`src/rtl/latch_capture_reader.sv`:
```
// rtl/latch_capture_reader.sv - clocked reader that captures one settled word per latch close
module latch_capture_reader #(
   parameter int WIDTH         = 8,
   parameter int SYNC_STAGES   = 2,
   parameter int STABLE_CYCLES = 2
) (
   input  logic             i_clk,
   input  logic             i_reset_n,
   input  logic             i_latch_en,
   input  logic [WIDTH-1:0] i_latch_q,
   input  logic             i_data_ready,
   output logic [WIDTH-1:0] o_data_out,
   output logic             o_data_valid,
   output logic             o_overrun,
   output logic [7:0]       o_capture_count
);

   localparam int CW = (STABLE_CYCLES > 1) ? $clog2(STABLE_CYCLES) : 1;
   localparam logic [CW-1:0] CNT_LAST = CW'(STABLE_CYCLES - 1);

   typedef enum logic [1:0] {
      S_IDLE,
      S_OPEN,
      S_SETTLE,
      S_PRESENT
   } state_t;

   state_t                 r_state;
   logic [SYNC_STAGES-1:0] r_en_sync;
   logic [WIDTH-1:0]       r_q_sync [SYNC_STAGES];
   logic [WIDTH-1:0]       r_q_prev;
   logic                   r_en_prev;
   logic [CW-1:0]          r_stable_cnt;

   logic                   w_en_s;
   logic [WIDTH-1:0]       w_q_s;
   logic                   w_q_eq;
   logic                   w_accept;
   logic                   w_en_rise;

   assign w_en_s    = r_en_sync[SYNC_STAGES-1];
   assign w_q_s     = r_q_sync[SYNC_STAGES-1];
   assign w_q_eq    = (w_q_s == r_q_prev);
   assign w_accept  = o_data_valid & i_data_ready;
   assign w_en_rise = w_en_s & ~r_en_prev;

   // Bring the asynchronous enable and data into the clock domain; keep one-cycle history of each
   always_ff @(posedge i_clk or negedge i_reset_n) begin
      if (!i_reset_n) begin
         r_en_sync <= '0;
         for (int i = 0; i < SYNC_STAGES; i++) begin
            r_q_sync[i] <= '0;
         end
         r_q_prev  <= '0;
         r_en_prev <= 1'b0;
      end else begin
         r_en_sync   <= {r_en_sync[SYNC_STAGES-2:0], i_latch_en};
         r_q_sync[0] <= i_latch_q;
         for (int i = 1; i < SYNC_STAGES; i++) begin
            r_q_sync[i] <= r_q_sync[i-1];
         end
         r_q_prev  <= w_q_s;
         r_en_prev <= w_en_s;
      end
   end

   // Track open/close of the latch, wait for stable data, then hold the word until accepted
   always_ff @(posedge i_clk or negedge i_reset_n) begin
      if (!i_reset_n) begin
         r_state         <= S_IDLE;
         r_stable_cnt    <= '0;
         o_data_out      <= '0;
         o_data_valid    <= 1'b0;
         o_overrun       <= 1'b0;
         o_capture_count <= '0;
      end else begin
         case (r_state)
            S_IDLE: begin
               if (w_en_s) begin
                  r_state <= S_OPEN;
               end
            end
            S_OPEN: begin
               if (!w_en_s) begin
                  r_state      <= S_SETTLE;
                  r_stable_cnt <= '0;
               end
            end
            S_SETTLE: begin
               if (w_en_s) begin
                  // Latch reopened before the data settled: drop this close event
                  r_state <= S_OPEN;
               end else if (!w_q_eq) begin
                  r_stable_cnt <= '0;
               end else if (r_stable_cnt == CNT_LAST) begin
                  o_data_out   <= w_q_s;
                  o_data_valid <= 1'b1;
                  r_state      <= S_PRESENT;
               end else begin
                  r_stable_cnt <= r_stable_cnt + 1'b1;
               end
            end
            S_PRESENT: begin
               if (w_accept) begin
                  o_data_valid    <= 1'b0;
                  o_capture_count <= o_capture_count + 8'd1;
                  r_state         <= w_en_s ? S_OPEN : S_IDLE;
               end else if (w_en_rise) begin
                  // Writer started a new word while ours is still unread
                  o_overrun <= 1'b1;
               end
            end
            default: begin
               r_state <= S_IDLE;
            end
         endcase
      end
   end

endmodule

```
`config.mk`:
```
export PLATFORM = sky130hd
export DESIGN_NAME = latch_capture_reader
export DESIGN_NICKNAME = d
export VERILOG_FILES = /design/src/rtl/latch_capture_reader.sv
export SDC_FILE = /design/constraint.sdc
export NUM_CORES = 1
export LEC_CHECK = 0
export ABC_AREA = 1
export CAP_MARGIN = 20
export CORE_ASPECT_RATIO = 0.9
export CORE_UTILIZATION = 35
export CTS_CLUSTER_DIAMETER = 200
export CTS_CLUSTER_SIZE = 25
export DETAILED_ROUTE_END_ITERATION = 10
export SLEW_MARGIN = 30
export SYNTH_ARGS = -nofsm -noshare
export SYNTH_HDL_FRONTEND = slang
export SYNTH_SLANG_ARGS = --single-unit
```
`constraint.sdc`:
```
create_clock -name i_clk -period 1.35 [get_ports i_clk]
set_clock_uncertainty 0.1 [all_clocks]
set_input_delay 0.135 -clock i_clk [delete_from_list [all_inputs] [get_ports i_clk]]
set_output_delay 0.135 -clock i_clk [all_outputs]
set_load 0.02 [all_outputs]
```
# ---- Word level (Yosys, flattened, before mapping)
# Cells that the tools add are included.
dict set report classes {
  mux 18
  n_bitwise 5
  reduce_logical 9
  addsub 2
  n_eq_ne 12
}
# cell n
set op_table {}
lappend op_table {{$mux W2} 6}
lappend op_table {{$ne A2 B2 Y1 const B} 6}
lappend op_table {{$reduce_and A5 Y1} 2}
lappend op_table {{$mux W1} 9}
lappend op_table {{$add A8 B1 Y8 const B} 1}
lappend op_table {{$eq A8 B8 Y1} 1}
lappend op_table {{$pmux W2 S4} 1}
lappend op_table {{$ne A3 B3 Y1 const B} 2}
lappend op_table {{$reduce_and A3 Y1} 2}
lappend op_table {{$eq A2 B2 Y1 const B} 2}
lappend op_table {{$pmux W1 S2} 2}
lappend op_table {{$reduce_and A4 Y1} 1}
lappend op_table {{$reduce_bool A2 Y1} 2}
lappend op_table {{$not A1 Y1} 3}
lappend op_table {{$and A1 B1 Y1} 2}
lappend op_table {{$eq A2 B1 Y1 const B} 1}
lappend op_table {{$logic_not A2 Y1} 1}
lappend op_table {{$reduce_and A2 Y1} 1}
lappend op_table {{$add A1 B1 Y1 const B} 1}
dict set report totals {
  output_inout_bits 18
  elab_cells 57
  inputBits 12
  ff_bits 48
}

# ---- Depth between registers and ports, before layout
dict set report logic_depth {
  depth_word 5
  depth_mapped 11
  mapped_depth_nobuf 11
}

# ---- Least setup slack after synthesis
# Ideal clock, no wire load.
dict set report synth_path {
  path_kind {reg-to-reg}
  start {register o_data_valid}
  end {register o_capture_count[7]}
  stages_incl_launch_ff 7
  n_path_buf 0
  t_arrival_ps 1245
  setup_slack_ps -124
  period_less_slack_ps 1474
  t_required_ps 1122
  path_cell_list {dfrtp_1 -> nand2_1 -> nor2_4 -> nand4_4 -> nor2_2 -> nand3_2 -> xnor2_1}
}
dict set report synth_between {
  elab_chain_cells 2
}
# element line
set synth_lines {}
lappend synth_lines {{from (decl)} 13} ;# output logic o_data_valid,
lappend synth_lines {{from (signal assigned)} 73} ;# o_data_valid <= 1'b0;
lappend synth_lines {{from (signal assigned)} 97} ;# o_data_valid <= 1'b1;
lappend synth_lines {{from (signal assigned)} 105} ;# o_data_valid <= 1'b0;
lappend synth_lines {{$and A1 B1 Y1} 44} ;# assign w_accept = o_data_valid & i_data_ready;
lappend synth_lines {{$reduce_and A2 Y1 (no line)} n/a}
lappend synth_lines {{to (signal assigned)} 106} ;# o_capture_count <= o_capture_count + 8'd1;
lappend synth_lines {{to (decl)} 15} ;# output logic [7:0] o_capture_count
# No other way between the ends.
# A chain may end at the register's enable or synchronous reset.

# ---- Final worst setup path
dict set report layout_path {
  start {register r_q_sync (netlist bit w_q_s[6])}
  end {register o_data_out[5]}
}
dict set report layout_between {
  elab_chain_cells 2
}
# element line
set layout_lines {}
lappend layout_lines {{from (decl)} 30} ;# logic [WIDTH-1:0] r_q_sync [SYNC_STAGES];
lappend layout_lines {{from (signal, indexed assignment)} 60} ;# r_q_sync[i] <= r_q_sync[i-1];
lappend layout_lines {{$eq A8 B8 Y1} 43} ;# assign w_q_eq = (w_q_s == r_q_prev);
lappend layout_lines {{$reduce_and A4 Y1 (no line)} n/a}
lappend layout_lines {{to (signal assigned)} 96} ;# o_data_out <= w_q_s;
lappend layout_lines {{to (decl)} 12} ;# output logic [WIDTH-1:0] o_data_out,
# No other way between the ends.

==> impl_metrics.toml <==
[outcome]
status = "finished with violations"
violations = "setup timing"

[logic_synthesis]
synth_area_um2 = 1820
postSynthAreaPerCell_um2 = 11.5
ys_seq_area_frac = 0.658
yosysWarnings = 0
synth.net_count = 171
yosys.area.top_type_share = 0.658
yosysUniqueCellTypes = 28
synthCells = 158
yosys.area.top_type = "dfrtp_1"
ys_seq_elements = 48
synth_area_leaders = "dfrtp_1 66%, nand2_1 8.2%, xnor2_1 3.8%"

[worst_setup_path]
endpoint_kind = "register"
path_cells = "xnor2_2 -> nand2_1 -> nor2_2 -> nand2_4 -> nor2_8 -> nand2_8 -> nand2_1 -> o21ai_1"
arrival_ns = 1.62
crit_path_max_incr_delay_ns = 0.43
worst-endpoint-required_ns = 1.42
slowest_stage = "dfrtp_1"
criticalPathCategory = "register to register"
crit_fanout = 12
crit_top_cell = "nand2_1"
critPathLaunchType = "register"

[timing]
fmaxAchievable_mhz = 647
grt_setup_unrepaired = "yes"
fin_crit_sh = 1.14
period_needed_ns = 1.54
worst_pin_slew_ns = 0.455
slew_violations = 0
finalHoldViolations = 0
setup_slack_ns = -0.195
setup_viol = 11
slew_headroom = 0.696

[min_path]
hold_path_class = "input port to register"

[layout]
post-route-util = 0.499
drive_gt1_frac = 0.241
finalInstanceArea_um2 = 2460
fin_cells = 277
diodes = 0
areaGrowthSynthToFinish_pct = 34.8
nets = 224

[global_route]
grt_pass1_wl_mm = 5.78
grt_max_degree = 18
grt_pass1_vias = 1245
antenna_found_initial = 0
grt_overflow = 0
grt_usage = 0.138

[die]
start_util = 0.370
rows = 24
die_h_um = 70.5
core_um2 = 4920
die_w_um = 78.1
die_area_um2 = 5510
ios = 30

[flow_run]
max-cap-violations = 0

[clock_network]
ctsLongestPathBuffers = 2
htreeDepth = 2
cts-root-buf = "clkbuf_8"
path_clk_slew_ns = 0.09
cts.sinks = 48
clk_latency_ns = 0.30
cts_buffers = 5
cts_tree = "yes"
postCtsSetupBuffers = 0

[power_and_ir_drop]
ir_drop_v = 0.000550
p_per_area_nw_per_um2 = 1430
power.leakage_uw = 0.00126
finalPower_uw = 3510

[detailed_routing]
detail_route.first_pass.iterations = 4
drc = 0
ant_nets = 0
vias = 1204
first_iter_violations = 50
drt_wl_total_mm = 3.40
wl_per_cell_um = 12.3
vias_per_cell = 4.35

[placed_design]
dp_cells = 268
gp_congestion = 0.752
dp_slack_ns = -0.208
dp_hpwl_mm = 2.47
placed_area_um2 = 2340
port_buffers = 29
layout make-up:
cell class	count	area [um^2]
clock inverter	2	12.5
multi-input combinational	90	591
timing repair buffer	47	425
inverter	19	71.3
tap	65	81.3
fill	451	2470
sequential	48	1200
clock buffer	6	72.6
worst max-delay path: cells and delay by family, from the launching register on:
family	cells	cell delay, ns
and+or+nand+nor	6	0.64
DFF	1	0.43
xor gates and xnor gates	1	0.19
AOI/OAI and AO/OA	1	0.07
sequential cells by signal, summed over array words and instances (netlist names):
name             count
o_capture_count      8
o_data_out           8
o_data_valid         1
o_overrun            1
r_en_prev            1
r_en_sync            2
r_q_prev             8
r_q_sync             8
r_stable_cnt         1
r_state              2
w_q_s                8
stage by stage:
step                      hold WS, ns  setup TNS (ns)
after CTS                       0.156           -1.83
after global routing            0.143           -2.86
after global placement       -0.00142           -1.47
after detailed placement       0.0112           -2.18
final                           0.167           -1.76
after floorplan                -0.261          -0.426
power by group:
group | internal [uW] | switching, uW
logic | 377 | 579
registers | 1600 | 132
clock network | 362 | 459
total | 2340 | 1170
layer usage:
layer  vias up  global-route usage  part of all wire
li1        600                   -                 -
met1       581               0.162              0.43
met2        16               0.235              0.53
met3         7              0.0392             0.029
met4         0              0.0556             0.015
met5         -                   0                 0
Yosys cell counts:
master,instances
dfrtp_1,48
nand2_1,40
inv_1,18
nand3_1,9
xnor2_1,8
xor2_1,4
nor2_1,3
nor2_2,3
o21ai_1,3
nand2_2,2
nand2_4,2
nor2_4,2
a211oi_1,1
a21oi_2,1
a31oi_1,1
buf_6,1
ha_1,1
inv_2,1
mux2_2,1
nand3_2,1
nand4_1,1
nand4_4,1
nor2_8,1
nor3_1,1
nor3_2,1
o21ai_0,1
o22ai_1,1
o31ai_1,1
layout by cell type, fill, tap and decap left out, drive strengths merged, types with 7 or more instances in the layout:
cell and count:
clkdlybuf4s50 10, nor2 9, buf 18, xnor2 8, nand3 10, clkbuf 7
dlygate4sd2 14, dfrtp 48, inv 19, nand2 44
repair_timing:
item	4_1_cts	5_1_grt
cloned	0	0
endpoints found under the setup margin	31	19
gates resized for setup	20	12
pin swaps	4	2
hold buffers	1	0
hold endpoints to repair	15	0
final timing paths:
kind,from,to,slack (ns),cells after the start
setup / recovery,w_q_s[6]$_DFF_PN0_,o_data_out[5]$_DFFE_PN0P_,-0.19,8
hold / removal,i_latch_q[7],r_q_sync[15]$_DFF_PN0_,0.17,1
setup reg to reg,w_q_s[6]$_DFF_PN0_,o_data_out[5]$_DFFE_PN0P_,-0.19,8
hold reg to reg,r_q_sync[8]$_DFF_PN0_,w_q_s[0]$_DFF_PN0_,0.25,0
max in group asynchronous,i_reset_n,o_data_valid$_DFFE_PN0P_,0.47,3
min in group asynchronous,i_reset_n,r_q_prev[4]$_DFF_PN0_,0.22,2
cell families (layout without fill, tap and decap cells):
| logic type | Yosys count | count (layout) | share of synthesized area |
|---|---|---|---|
| AND/OR/NAND/NOR | 67 | 67 | 0.195 |
| AO/OA/AOI/OAI | 9 | 9 | 0.0309 |
| adder cells (fa/ha/maj) | 1 | 1 | 0.00686 |
| flip-flops | 48 | 48 | 0.658 |
| multiplexers | 1 | 1 | 0.00617 |
| buffers and inverters | 20 | 74 | 0.0453 |
| XOR/XNOR | 12 | 12 | 0.0576 |
(Power assumes the default switching activity.)
